`src/rtl/spi_slave_driver.sv`:
```
// rtl/spi_slave_driver.sv - SPI mode-0 slave: shifts words in on mosi and out on miso, MSB first.
// sclk/cs/mosi are assumed already synchronous to clk; edges come from a one-cycle sclk history.
module spi_slave_driver #(
  parameter int DATA_WIDTH = 32
) (
  input  logic                  clk,
  input  logic                  rst,
  input  logic [DATA_WIDTH-1:0] data_in,
  output logic [DATA_WIDTH-1:0] data_out,
  output logic                  ready,
  input  logic                  mosi,
  output logic                  miso,
  input  logic                  sclk,
  input  logic                  cs
);

  localparam int CW = $clog2(DATA_WIDTH + 1);
  localparam logic [CW-1:0] CNT_FULL = CW'(DATA_WIDTH);
  localparam logic [CW-1:0] CNT_ONE  = CW'(1);

  logic                  sclk_prev;
  logic [CW-1:0]         bit_cnt;
  logic [DATA_WIDTH-1:0] rx_reg;
  logic [DATA_WIDTH-1:0] tx_reg;
  logic                  sclk_rise;
  logic                  sclk_fall;

  assign sclk_rise = sclk & ~sclk_prev & ~cs;
  assign sclk_fall = ~sclk & sclk_prev & ~cs;

  // Between words the MSB comes straight from data_in so it is valid before the first rise.
  assign miso = cs ? 1'b0 : ((bit_cnt == '0) ? data_in[DATA_WIDTH-1] : tx_reg[DATA_WIDTH-1]);

  always_ff @(posedge clk) begin
    if (rst) begin
      sclk_prev <= 1'b0;
      bit_cnt   <= '0;
      rx_reg    <= '0;
      tx_reg    <= '0;
      data_out  <= '0;
      ready     <= 1'b0;
    end else begin
      sclk_prev <= sclk;
      ready     <= 1'b0;
      if (cs) begin
        bit_cnt <= '0;
        rx_reg  <= '0;
        tx_reg  <= '0;
      end else if (sclk_rise) begin
        rx_reg  <= {rx_reg[DATA_WIDTH-2:0], mosi};
        bit_cnt <= bit_cnt + CNT_ONE;
        if (bit_cnt == '0) begin
          tx_reg <= data_in;
        end
      end else if (sclk_fall) begin
        // The fall after the last rise closes the word; earlier falls advance miso.
        if (bit_cnt == CNT_FULL) begin
          data_out <= rx_reg;
          ready    <= 1'b1;
          bit_cnt  <= '0;
        end else if (bit_cnt != '0) begin
          tx_reg <= {tx_reg[DATA_WIDTH-2:0], 1'b0};
        end
      end
    end
  end

endmodule

```
`config.mk`:
```
export PLATFORM = sky130hd
export DESIGN_NAME = spi_slave_driver
export DESIGN_NICKNAME = d
export VERILOG_FILES = /design/src/rtl/spi_slave_driver.sv
export SDC_FILE = /design/constraint.sdc
export NUM_CORES = 1
export LEC_CHECK = 0
export CAP_MARGIN = 0
export CORE_UTILIZATION = 47
export DETAILED_ROUTE_END_ITERATION = 8
export PLACE_DENSITY_LB_ADDON = 0.12
export SLEW_MARGIN = 15
export SYNTH_ARGS = -nofsm -noshare
export SYNTH_HDL_FRONTEND = slang
export SYNTH_SLANG_ARGS = --single-unit
```
`constraint.sdc`:
```
create_clock -name clk -period 1.68 [get_ports clk]
set_input_delay 0.42 -clock clk [delete_from_list [all_inputs] [get_ports clk]]
set_output_delay 0.42 -clock clk [all_outputs]
set_load 0.1 [all_outputs]
```
==> impl_results.md <==
* Status: finished with violations
* Failing checks: setup timing
* Root Buffer: clkbuf_8
* Worst Setup Start Kind: register
* Synth warnings at 0
* Top-area cell type share of the netlist area at roughly 50%
* Hold Crit Class: reg2reg
* Crit-path max FO at 2
* Met3 GRT Util at 3.76%
* Total length of routed wires at 11400 µm
* Final setup vio count at 60
* Initial antenna violation count at 1
* Maximum VDD drop at 0.000467 V
* Dpl cells at 657
* Top_reg_cell synth: dfxtp_1
* Critical path type: reg2out
* GR met2 Demand/Resource at 43.4%
* Tot GR Track Use at roughly 25%
* Routed Antenna Nets at 0
* Core area at between 8000 and 9000 µm²
* Initial DRC Count at around 190
* Critical path capture point type: output port
* Mapped Cells at roughly 470
* Residual overflow from global routing at 0
* GRT met1 Usage at 29.2%
* Die area at 9300 µm²
* Min cycle time layout at around 2.2 ns
* Fin crit share at 130%
* Ys async rst share at 0%
* Chip Width at just under 100 µm
* Slew headroom at between 60% and 70%
* Total of max-cap violations at 0
* Count leader, synth: nand2_1
* Ports at slightly above 70
* Layout Nets at approximately 620
* Post-Layout Cell Count at 696
* Slew @ Worst Pin at between 0.5 and 0.6 ns
* Worst-Skew Late Latency at 0.37 ns
* Max Clock Freq at about 460 MHz
* Post-Syn Area at roughly 4200 µm²
* Leak Pwr at around 2.7 nW
* WP data required at 1.26 ns
* CTS tree: done
* Post-synthesis sequential area ratio at 49.7%
* Dpl hpwl at 5930 µm
* IO buf count at 70
* Hold Slack at around 0.47 ns
* Area growth syn-to-layout at 62.5%
* Yosys cell types at 31
* Flip-flop and latch count after synthesis at about 100
* Biggest area consumer among synthesized cells: dfxtp_1
* Clock Tree Buf Depth at 2
* Syn nets at just over 500
* GRT busiest layer: met2
* WP data arrival at between 1.5 and 2 ns
* Starting Density at 48.3%
* Hold Fails Final Rpt at 0
* Vias per cell at roughly 5.3
* Post-synth top cells: nand2_1 (133), dfxtp_1 (104), a21oi_1 (69)
* Worst-path clk slew at roughly 0.10 ns
* Worst Skew at about 0.013 ns
* EDFF count, synth at 0
* Pwr dens at around 700 nW/µm²
* DP Area at 5630 µm²
* Final Cell Area at 6810 µm²
* Num rows at 34
* GP Congestion at approximately 0.76
* Vias in the first global route at between 3000 and 4000
* Max-slew violation count at 0
* Top cells by area, synth: dfxtp_1 (50%), nand2_1 (12%), a211oi_2 (8.7%), a21oi_1 (8.2%), mux2i_1 (7.9%)
* DRC at 0
* H-tree lvl count at 3
* Initial DRT Pass Iterations at 6
* Post-CTS Hold Fix Bufs at 0
* WL/cell at between 15 and 20 µm
* Via count at 3690
* CTS Buf Count at 9
* Syn Area/Cell at between 8 and 9 µm²
* Share of cells above drive strength 1 at 41.2%
* Num Clock Sinks at approximately 100
* Die Y at between 90 and 100 µm
* PnR worst setup slack at -0.506 ns
* Largest net degree at the start of global routing at 35
* RSZ-0062 raised after global routing: yes
* First-pass GRT wire length at between 15000 and 20000 µm
## report_power, final
part | internal, mW | switching (mW)
clock | 0.704 | 0.886
sequential | 2.49 | 0.0298
combinational | 0.353 | 0.315
total | 3.55 | 1.23
## stage by stage
stage / power, mW / setup TNS [ns] / utilization, % / setup slack [ns]
global placement: 3.03 / -26.29 / 64.8 / -0.316
finish: 4.78 / -6.45 / 78.5 / -0.506
global route: 4.96 / -10.83 / 78.5 / -0.575
detailed placement: 3.04 / -33.60 / 64.8 / -0.423
CTS: 4.79 / -5.68 / 74.4 / -0.518
floorplan: 2.83 / -0.499 / - / -0.299
## worst max-delay path, stage by stage (launching register included)
cell and delay (ns):
dfxtp_2 0.33, inv_2 0.07, ha_4 0.11, nor4b_4 0.21, and2_4 0.22, mux2i_4 0.24
nor2_4 0.05, buf_12 0.16
## path summary, 6_finish.rpt
kind                                 from                        to  slack [ns]  cells past startpoint
setup reg to reg  bit_cnt[0]$_SDFFE_PP0P_    tx_reg[6]$_SDFFE_PP0P_       -0.27                      9
hold reg to reg    rx_reg[7]$_SDFFE_PP0N_  data_out[7]$_SDFFE_PP0P_        0.47                      2
hold / removal     rx_reg[7]$_SDFFE_PP0N_  data_out[7]$_SDFFE_PP0P_        0.47                      2
setup / recovery  bit_cnt[0]$_SDFFE_PP0P_                      miso       -0.51                      7
## cell families after synthesis
| family | Yosys count | synth area share (%) |
|---|---|---|
| DFF | 104 | 49.7 |
| xor gates and xnor gates | 2 | 0.418 |
| and+or+nand+nor | 187 | 18.3 |
| AOI/OAI and AO/OA | 104 | 17.9 |
| muxes | 34 | 8.15 |
| adders and majority gates | 2 | 0.597 |
| buffers and inverters | 40 | 4.87 |
## metal layers
| metal | vias up | wire [µm] |
|---|---|---|
| met1 | 1773 | 4960 |
| met4 | 0 | 211 |
| met3 | 16 | 487 |
| met2 | 85 | 5720 |
| met5 | - | 0 |
| li1 | 1816 | - |
## cell usage in the layout (no fill, tap or decap), drive strengths merged, types with 2 or more instances in the layout
cell / Yosys / layout
clkinvlp: 0 / 2
a21oi: 69 / 69
clkdlybuf4s50: 0 / 34
nor2: 37 / 37
dlymetal6s2s: 0 / 2
a211oi: 31 / 31
nor4b: 2 / 2
ha: 2 / 2
buf: 17 / 96
nor2b: 2 / 2
nor3b: 2 / 2
clkbuf: 20 / 12
dfxtp: 104 / 104
nand3: 3 / 3
nand2b: 2 / 2
inv: 3 / 5
xor2: 2 / 2
and3: 2 / 2
nand2: 133 / 133
clkinv: 0 / 2
mux2i: 33 / 33
## repair_timing
action / CTS / global route
cloned: 10 / 5
gates resized for setup: 80 / 91
buffers inserted: 9 / 6
setup endpoints to repair: 52 / 85
pin swaps: 8 / 52
## area by class of cell
| type | count | area (µm²) |
|---|---|---|
| repair buffers | 135 | 1910 |
| flip-flops and latches | 104 | 2080 |
| fillers | 557 | 1870 |
| inverters | 3 | 11.3 |
| clock buffers | 9 | 124 |
| clock inverters | 7 | 78.8 |
| diodes | 1 | 2.50 |
| well taps | 108 | 135 |
| multi-input cells | 329 | 2470 |
Note: power is estimated with default switching activity, not from simulation.
